[src/rtl/lcd_display_scanner_if.sv]
// Purpose: bundles the register-file read port and the HD44780 pin bus used by lcd_display_scanner.
// Signals: readAddr/readData (register file read port), lcdRs/lcdRw/lcdE/lcdData (LCD pins).
// Modports: master = scanner side (drives address and pins), slave = register file / panel side.
interface lcd_display_scanner_if;
  logic [4:0] readAddr;
  logic [7:0] readData;
  logic       lcdRs;
  logic       lcdRw;
  logic       lcdE;
  logic [7:0] lcdData;

  modport master (
    output readAddr,
    input  readData,
    output lcdRs,
    output lcdRw,
    output lcdE,
    output lcdData
  );

  modport slave (
    input  readAddr,
    output readData,
    input  lcdRs,
    input  lcdRw,
    input  lcdE,
    input  lcdData
  );
endinterface

[src/rtl/lcd_display_scanner.sv]
// Purpose: initialises a 2x16 HD44780-class LCD, then scans register file bytes 0..31 onto rows 0/1.
// Latency: per byte 1 (setup) + E_PULSE_CYCLES + CMD/CLEAR wait; a character adds a 2-cycle fetch first.
// Backpressure: none; refreshEn is sampled only at the end of a transaction's wait, so a strobe is never cut short.
//
// Ports: clk, resetN (async active-low), refreshEn (scan enable), bus (master modport: readAddr/readData,
//        lcdRs/lcdRw/lcdE/lcdData), initDone (sticky after init), frameDone (1-cycle pulse after char 31).
// Build option: define LCD_FOUR_BIT_EN for the 4-bit panel interface (nibbles on lcdData[7:4]).
module lcd_display_scanner #(
  parameter int POWERUP_CYCLES    = 750000,
  parameter int E_PULSE_CYCLES    = 25,
  parameter int CMD_WAIT_CYCLES   = 2500,
  parameter int CLEAR_WAIT_CYCLES = 100000,
  parameter int CNT_W             = 20
) (
  input  logic                 clk,
  input  logic                 resetN,
  input  logic                 refreshEn,
  lcd_display_scanner_if.master bus,
  output logic                 initDone,
  output logic                 frameDone
);

  // Every wait loads N-1 and counts down to zero, giving exactly N cycles.
  localparam logic [CNT_W-1:0] PWR_LD = CNT_W'(POWERUP_CYCLES - 1);
  localparam logic [CNT_W-1:0] E_LD   = CNT_W'(E_PULSE_CYCLES - 1);
  localparam logic [CNT_W-1:0] CMD_LD = CNT_W'(CMD_WAIT_CYCLES - 1);
  localparam logic [CNT_W-1:0] CLR_LD = CNT_W'(CLEAR_WAIT_CYCLES - 1);
  localparam logic [CNT_W-1:0] ONE    = CNT_W'(1);

`ifdef LCD_FOUR_BIT_EN
  localparam logic [2:0] INIT_LAST = 3'd7;
`else
  localparam logic [2:0] INIT_LAST = 3'd3;
`endif

  typedef enum logic [2:0] {
    PWRUP,
    IDLE,
    FETCH,
    SETUP,
    EHIGH,
    GAP,
    WAIT
  } state_t;

  state_t           state, stateN;
  logic [CNT_W-1:0] cnt, cntN;
  logic [4:0]       idx, idxN;
  logic [4:0]       readAddr, readAddrN;
  logic [2:0]       initStep, initStepN;
  logic             fetchPhase, fetchPhaseN;
  logic [7:0]       curByte, curByteN;
  logic             lcdRs, lcdRsN;
  logic             lcdE, lcdEN;
  logic [7:0]       lcdData, lcdDataN;
  logic             initDoneN, frameDoneN;

  // Request to start a new byte transaction; resolved at the bottom of the next-state logic.
  logic             launch;
  logic [7:0]       launchByte;
  logic             launchRs;
  logic             isClear;

`ifdef LCD_FOUR_BIT_EN
  // lowNib=1 means the nibble on the bus is the last one of this transaction.
  // Nibble-only init writes start with lowNib=1 so they go straight to the wait.
  logic lowNib, lowNibN;
  logic launchNib;

  function automatic logic [7:0] initByte(input logic [2:0] step);
    case (step)
      3'd0, 3'd1, 3'd2: initByte = 8'h03;
      3'd3:             initByte = 8'h02;
      3'd4:             initByte = 8'h28;
      3'd5:             initByte = 8'h0C;
      3'd6:             initByte = 8'h01;
      default:          initByte = 8'h06;
    endcase
  endfunction

  function automatic logic initNibOnly(input logic [2:0] step);
    initNibOnly = (step < 3'd4);
  endfunction
`else
  function automatic logic [7:0] initByte(input logic [2:0] step);
    case (step)
      3'd0:    initByte = 8'h38;
      3'd1:    initByte = 8'h0C;
      3'd2:    initByte = 8'h01;
      default: initByte = 8'h06;
    endcase
  endfunction
`endif

  // The clear-display command needs the long wait.
  assign isClear = !lcdRs && (curByte == 8'h01);

  always_comb begin
    stateN      = state;
    cntN        = cnt;
    idxN        = idx;
    readAddrN   = readAddr;
    initStepN   = initStep;
    fetchPhaseN = fetchPhase;
    curByteN    = curByte;
    lcdRsN      = lcdRs;
    lcdEN       = 1'b0;
    lcdDataN    = lcdData;
    initDoneN   = initDone;
    frameDoneN  = 1'b0;
    launch      = 1'b0;
    launchByte  = 8'h00;
    launchRs    = 1'b0;
`ifdef LCD_FOUR_BIT_EN
    lowNibN     = lowNib;
    launchNib   = 1'b0;
`endif

    case (state)
      PWRUP: begin
        if (cnt == '0) begin
          launch     = 1'b1;
          launchByte = initByte(3'd0);
`ifdef LCD_FOUR_BIT_EN
          launchNib  = initNibOnly(3'd0);
`endif
        end else begin
          cntN = cnt - ONE;
        end
      end

      IDLE: begin
        // Only reachable after init, so refreshEn is honoured here; a frame always restarts at row 0.
        if (refreshEn) begin
          launch     = 1'b1;
          launchByte = 8'h80;
        end
      end

      FETCH: begin
        // Two cycles so a registered read port has its data ready by the capture edge.
        if (!fetchPhase) begin
          fetchPhaseN = 1'b1;
        end else begin
          fetchPhaseN = 1'b0;
          launch      = 1'b1;
          launchByte  = bus.readData;
          launchRs    = 1'b1;
        end
      end

      SETUP: begin
        stateN = EHIGH;
        cntN   = E_LD;
        lcdEN  = 1'b1;
      end

      EHIGH: begin
        if (cnt != '0) begin
          cntN  = cnt - ONE;
          lcdEN = 1'b1;
        end else begin
`ifdef LCD_FOUR_BIT_EN
          if (!lowNib) begin
            stateN = GAP;
            cntN   = E_LD;
          end else begin
            stateN = WAIT;
            cntN   = isClear ? CLR_LD : CMD_LD;
          end
`else
          stateN = WAIT;
          cntN   = isClear ? CLR_LD : CMD_LD;
`endif
        end
      end

`ifdef LCD_FOUR_BIT_EN
      GAP: begin
        if (cnt != '0) begin
          cntN = cnt - ONE;
        end else begin
          stateN   = SETUP;
          lowNibN  = 1'b1;
          lcdDataN = {curByte[3:0], 4'h0};
        end
      end
`endif

      WAIT: begin
        if (cnt != '0) begin
          cntN = cnt - ONE;
        end else if (!initDone) begin
          if (initStep == INIT_LAST) begin
            initDoneN = 1'b1;
            stateN    = IDLE;
          end else begin
            initStepN  = initStep + 3'd1;
            launch     = 1'b1;
            launchByte = initByte(initStep + 3'd1);
`ifdef LCD_FOUR_BIT_EN
            launchNib  = initNibOnly(initStep + 3'd1);
`endif
          end
        end else begin
          // Frame end pulses even when the scan is being stopped at this boundary.
          if (lcdRs && (idx == 5'd31)) begin
            frameDoneN = 1'b1;
          end
          if (!refreshEn) begin
            stateN = IDLE;
            idxN   = 5'd0;
          end else if (!lcdRs) begin
            // An address command was just written: fetch the character for idx.
            stateN      = FETCH;
            readAddrN   = idx;
            fetchPhaseN = 1'b0;
          end else if (idx == 5'd31) begin
            idxN       = 5'd0;
            launch     = 1'b1;
            launchByte = 8'h80;
          end else if (idx == 5'd15) begin
            idxN       = 5'd16;
            launch     = 1'b1;
            launchByte = 8'hC0;
          end else begin
            idxN        = idx + 5'd1;
            stateN      = FETCH;
            readAddrN   = idx + 5'd1;
            fetchPhaseN = 1'b0;
          end
        end
      end

      default: begin
        stateN = PWRUP;
        cntN   = PWR_LD;
      end
    endcase

    // Start a transaction: bus values are set up here and held until the wait ends.
    if (launch) begin
      stateN   = SETUP;
      curByteN = launchByte;
      lcdRsN   = launchRs;
`ifdef LCD_FOUR_BIT_EN
      lowNibN  = launchNib;
      lcdDataN = launchNib ? {launchByte[3:0], 4'h0} : {launchByte[7:4], 4'h0};
`else
      lcdDataN = launchByte;
`endif
    end
  end

  always_ff @(posedge clk or negedge resetN) begin
    if (!resetN) begin
      state      <= PWRUP;
      cnt        <= PWR_LD;
      idx        <= 5'd0;
      readAddr   <= 5'd0;
      initStep   <= 3'd0;
      fetchPhase <= 1'b0;
      curByte    <= 8'h00;
      lcdRs      <= 1'b0;
      lcdE       <= 1'b0;
      lcdData    <= 8'h00;
      initDone   <= 1'b0;
      frameDone  <= 1'b0;
`ifdef LCD_FOUR_BIT_EN
      lowNib     <= 1'b0;
`endif
    end else begin
      state      <= stateN;
      cnt        <= cntN;
      idx        <= idxN;
      readAddr   <= readAddrN;
      initStep   <= initStepN;
      fetchPhase <= fetchPhaseN;
      curByte    <= curByteN;
      lcdRs      <= lcdRsN;
      lcdE       <= lcdEN;
      lcdData    <= lcdDataN;
      initDone   <= initDoneN;
      frameDone  <= frameDoneN;
`ifdef LCD_FOUR_BIT_EN
      lowNib     <= lowNibN;
`endif
    end
  end

  assign bus.readAddr = readAddr;
  assign bus.lcdRs    = lcdRs;
  assign bus.lcdRw    = 1'b0;
  assign bus.lcdE     = lcdE;
  assign bus.lcdData  = lcdData;

endmodule

[src/flat_wrapper.sv]
// flat-port wrapper written by rule: the top's interface ports become plain ports
module lcd_display_scanner_flat 
#(
  parameter int POWERUP_CYCLES    = 750000,
  parameter int E_PULSE_CYCLES    = 25,
  parameter int CMD_WAIT_CYCLES   = 2500,
  parameter int CLEAR_WAIT_CYCLES = 100000,
  parameter int CNT_W             = 20
)
  (clk, resetN, refreshEn, initDone, frameDone, bus_readAddr, bus_readData, bus_lcdRs, bus_lcdRw, bus_lcdE, bus_lcdData);
  lcd_display_scanner_if bus_i ();
  input  logic clk;
  input  logic resetN;
  input  logic refreshEn;
  output logic initDone;
  output logic frameDone;
  output wire logic [$bits(bus_i.readAddr)-1:0] bus_readAddr;
  input wire logic [$bits(bus_i.readData)-1:0] bus_readData;
  output wire logic [$bits(bus_i.lcdRs)-1:0] bus_lcdRs;
  output wire logic [$bits(bus_i.lcdRw)-1:0] bus_lcdRw;
  output wire logic [$bits(bus_i.lcdE)-1:0] bus_lcdE;
  output wire logic [$bits(bus_i.lcdData)-1:0] bus_lcdData;
  assign bus_readAddr = bus_i.readAddr;
  assign bus_i.readData = bus_readData;
  assign bus_lcdRs = bus_i.lcdRs;
  assign bus_lcdRw = bus_i.lcdRw;
  assign bus_lcdE = bus_i.lcdE;
  assign bus_lcdData = bus_i.lcdData;
  lcd_display_scanner #(.POWERUP_CYCLES(POWERUP_CYCLES), .E_PULSE_CYCLES(E_PULSE_CYCLES), .CMD_WAIT_CYCLES(CMD_WAIT_CYCLES), .CLEAR_WAIT_CYCLES(CLEAR_WAIT_CYCLES), .CNT_W(CNT_W)) u_core (.clk(clk), .resetN(resetN), .refreshEn(refreshEn), .bus(bus_i), .initDone(initDone), .frameDone(frameDone));
endmodule
[config.mk]
export PLATFORM = sky130hd
export DESIGN_NAME = lcd_display_scanner_flat
export DESIGN_NICKNAME = d
export VERILOG_FILES = /design/src/rtl/lcd_display_scanner_if.sv /design/src/rtl/lcd_display_scanner.sv /design/src/flat_wrapper.sv
export SDC_FILE = /design/constraint.sdc
export NUM_CORES = 1
export LEC_CHECK = 0
export CORE_MARGIN = 4
export CORE_UTILIZATION = 40
export CTS_CLUSTER_SIZE = 40
export DETAILED_ROUTE_END_ITERATION = 12
export GPL_TIMING_DRIVEN = 0
export SLEW_MARGIN = 20
export SYNTH_ARGS = -nofsm -noshare
export SYNTH_HDL_FRONTEND = slang
export SYNTH_SLANG_ARGS = --single-unit
[constraint.sdc]
create_clock -name clk -period 2.6 [get_ports clk]
set_clock_uncertainty 0.05 [all_clocks]
set_input_delay 0.39 -clock clk [delete_from_list [all_inputs] [get_ports clk]]
set_output_delay 0.39 -clock clk [all_outputs]
set_load 0.01 [all_outputs]
==> run_results.csv <==
group,metric,value,unit
status,status,"complete, but fails checks",
critical_path,worstSetupStartpoint,"u_core.cnt[1]$_DFFE_PN1P_",
floorplan,die_area,9330,sq um
synthesis,syn_nets,385,
cells_and_area,regArea,1240,sq um
clock_network,clockBufferDepth,2,
critical_path,arrival,2920,ps
power,power.total,1.27,mW
cells_and_area,multi_input_area,1930,sq um
cells_and_area,layout-drive-gt1-share,0.207,
floorplan,start_util,0.408,
synthesis,ys.flop_type,"dfrtp_1",
power,leakagePower,1.59,nW
cells_and_area,final_core_util,0.513,
detailed_routing,dr.pass1.iters,5,
floorplan,die_w,96.6,um
cells_and_area,antenna_cells,0,
critical_path,path_cells,"inv_2 -> ha_4 -> or4b_4 -> or4_4 -> o31ai_4 -> o31ai_4 -> buf_4 -> nand3b_1 -> a41o_1",
placed_design,io_buffer_count,27,
critical_path,endpoint_kind,"flop",
timing,setup_viol,16,
cells_and_area,fillCellCount,740,
critical_path,worstSetupPathType,"reg -> reg",
synthesis,synth-edff-count,0,
timing,layout_min_cycle_time,2720,ps
synthesis,ys_types,67,
clock_network,cts_made_buffers,5,
detailed_routing,drc_errors,0,
status,violations,"negative setup slack",
critical_path,critPathMostFrequentCell,"o31ai_4",
synthesis,ys_seq_area_frac,0.396,
clock_network,cts.sinks,49,
cells_and_area,syn2layout_area_growth,25.5,%
synthesis,synth-simple-area-share,0.242,
floorplan,rows,32,
clock_network,clock_latency,310,ps
timing,tightest_slew,690,ps
global_routing,antenna_found_initial,0,
detailed_routing,drt_iter0_drc,323,
power,power_density,322,nW/um^2
floorplan,coreArea,7690,sq um
global_routing,grt_pass1_vias,2961,
timing,hold_viol,0,
cells_and_area,nets,439,
synthesis,synthXorXnorAreaFrac,0.0112,
timing,fmax,0.368,GHz
clock_network,htreeDepth,2,
power,vdd_ir_drop_max,0.000179,V
placed_design,dp.final_hpwl,6220,um
flow_run,maxCapViolCount,0,
global_routing,track_usage,0.206,
timing,rsz0062_at_grt,"true",
synthesis,synth-adder-area-share,0.0422,
placed_design,place_area,3560,sq um
timing,relSlewSlack,0.540,
detailed_routing,vias_per_cell,5.98,
global_routing,grt_start_max_net_pins,50,
critical_path,path_max_fanout,5,
floorplan,die_h,96.6,um
synthesis,muxShareOfSynthArea,0.0450,
synthesis,synth_area_per_cell,8.60,sq um
synthesis,ys_async_sr_fraction,1.00,
detailed_routing,wl_per_cell,17.8,um
clock_network,root_buffer,"clkbuf_8",
timing,drv_slew,0,
detailed_routing,wl,9270,um
clock_network,cts_tree,"built",
detailed_routing,vias,3123,
global_routing,grt_pass1_wl,15000,um
synthesis,synth-seq-cells,49,
clock_network,clkTransAtPathRegs,90,ps
detailed_routing,ant_nets,0,
global_routing,overflow,0,
floorplan,ios,29,
synthesis,syn_inst,365,
critical_path,critPathRequiredTime,2800,ps
cells_and_area,final_area,3940,sq um
synthesis,netlist_area,3140,sq um
critical_path,slowest_delay,630,ps
timing,min_period_over_period,1.05,
synthesis,synth_top_family_by_area,"simple AND/OR/NAND/NOR gates",
timing,hold-worst-slack,33.3,ps
critical_path,start_kind,"flop",
synthesis,synth-compound-area-share,0.221,
critical_path,crit_path_top_delay_cell,"or4_4",
hold_path,hold_class,"in -> async",
timing,layout_setup_ws,-118,ps
critical_path,reg2reg_from,"u_core.cnt[1]$_DFFE_PN1P_",
synthesis,yosysWarnings,0,
placed_design,gp_congestion,0.933,
==> critical path, delay by kind of cell, from the launching register on <==
kind,cells,cell delay (ps)
adders and majority gates,1,130
AOI/OAI and AO/OA,3,620
and+or+nand+nor,3,1220
buffers and inverters,2,240
DFF,1,390
==> final timing paths <==
check,to,slack (ps),depth (start not counted)
max,u_core.cnt[9]$_DFFE_PN0P_,-120,9
min,u_core.cnt[10]$_DFFE_PN0P_,30,1
max reg2reg,u_core.cnt[9]$_DFFE_PN0P_,-120,9
min reg2reg,u_core.bus.readAddr[2]$_DFFE_PN0P_,440,2
max in group asynchronous,u_core.cnt[4]$_DFFE_PN0P_,2040,1
min in group clk,u_core.bus.readAddr[2]$_DFFE_PN0P_,440,2
==> state kept, by name, indices dropped and copies added (netlist names) <==
signal               cells
u_core.bus.readAddr      5
u_core.cnt              20
u_core.bus.lcdRs         1
u_core.initDone          1
u_core.bus.lcdE          1
u_core.frameDone         1
u_core.idx               5
u_core.initStep          3
u_core.state             3
u_core.curByte           8
u_core.fetchPhase        1
==> cell families after synthesis <==
family                     after synthesis
and+or+nand+nor                        148
AOI/OAI and AO/OA                      107
DFF                                     49
buffers and inverters                   32
muxes                                   13
adders and majority gates               11
xor gates and xnor gates                 4
other                                    1
==> per-stage QoR <==
stage / worst slack, ps / cells / setup TNS (ps)
global placement: -396 / 494 / -17340
CTS: -51.4 / 518 / -477
global route: -160 / 522 / -1950
finish: -118 / 522 / -890
detailed placement: -289 / 494 / -3680
floorplan: 23.1 / 365 / 0
==> synth_stat cells, types with 3 or more instances <==
cell | number | area share
nand2_1 | 49 | 0.059
dfrtp_1 | 36 | 0.29
a21oi_1 | 30 | 0.048
nor2_1 | 27 | 0.032
nand3_1 | 19 | 0.030
clkbuf_1 | 15 | 0.018
o21ai_0 | 14 | 0.022
o21ai_1 | 14 | 0.022
dfstp_2 | 13 | 0.11
inv_1 | 11 | 0.013
nor3_1 | 11 | 0.018
ha_1 | 9 | 0.036
nor4_1 | 7 | 0.014
nand4_1 | 6 | 0.012
a31oi_1 | 5 | 0.010
mux2_1 | 5 | 0.018
o211ai_1 | 5 | 0.012
a21o_1 | 4 | 0.0096
a22oi_1 | 4 | 0.0096
and3_1 | 4 | 0.0080
mux2_2 | 4 | 0.014
mux2i_1 | 4 | 0.013
or4_1 | 4 | 0.0096
o22ai_1 | 3 | 0.0060
or3_1 | 3 | 0.0060
==> power breakdown <==
part | internal [mW] | leakage [nW] | switching, mW | total (mW)
sequential | 0.763 | 0.598 | 0 | 0.763
combinational | 0.0139 | 0.948 | 0.0191 | 0.0330
clock | 0.192 | 0.0445 | 0.283 | 0.475
==> timing repair <==
item / in CTS / in global routing
buffers inserted: 16 / 4
hold buffers: 0 / 0
cloned: 0 / 1
pin swaps: 8 / 13
endpoints found under the hold margin: 0 / 0
resized for setup: 9 / 26
endpoints found under the setup margin: 28 / 33
==> cell type report <==
class,instances,share of cell area
Tap cell,102,0.0324
Buffer,20,0.0222
Sequential cell,49,0.315
Multi-Input combinational cell,285,0.489
Clock buffer,5,0.0175
Clock inverter,3,0.00540
Inverter,11,0.0105
Timing Repair Buffer,47,0.108
==> routing by layer <==
layer	global-route usage	wire (um)	vias up	part of all wire
met5	0	0	-	0
met2	0.317	4220	147	0.46
met1	0.291	4150	1499	0.45
met3	0.0387	693	20	0.075
met4	0.0701	203	0	0.022
li1	-	-	1457	-
==> cells in the final DEF, fill, tap and decap left out, drive strengths merged, types with 5 or more instances in the layout <==
| cell type | count |
|---|---|
| a21oi | 32 |
| a31oi | 5 |
| buf | 27 |
| clkbuf | 19 |
| clkdlybuf4s50 | 26 |
| dfrtp | 36 |
| dfstp | 13 |
| ha | 9 |
| inv | 12 |
| mux2 | 9 |
| nand2 | 49 |
| nand3 | 19 |
| nand4 | 6 |
| nor2 | 28 |
| nor3 | 13 |
| nor4 | 8 |
| o211ai | 5 |
| o21ai | 28 |
| or4 | 5 |
(Power assumes the default switching activity.)
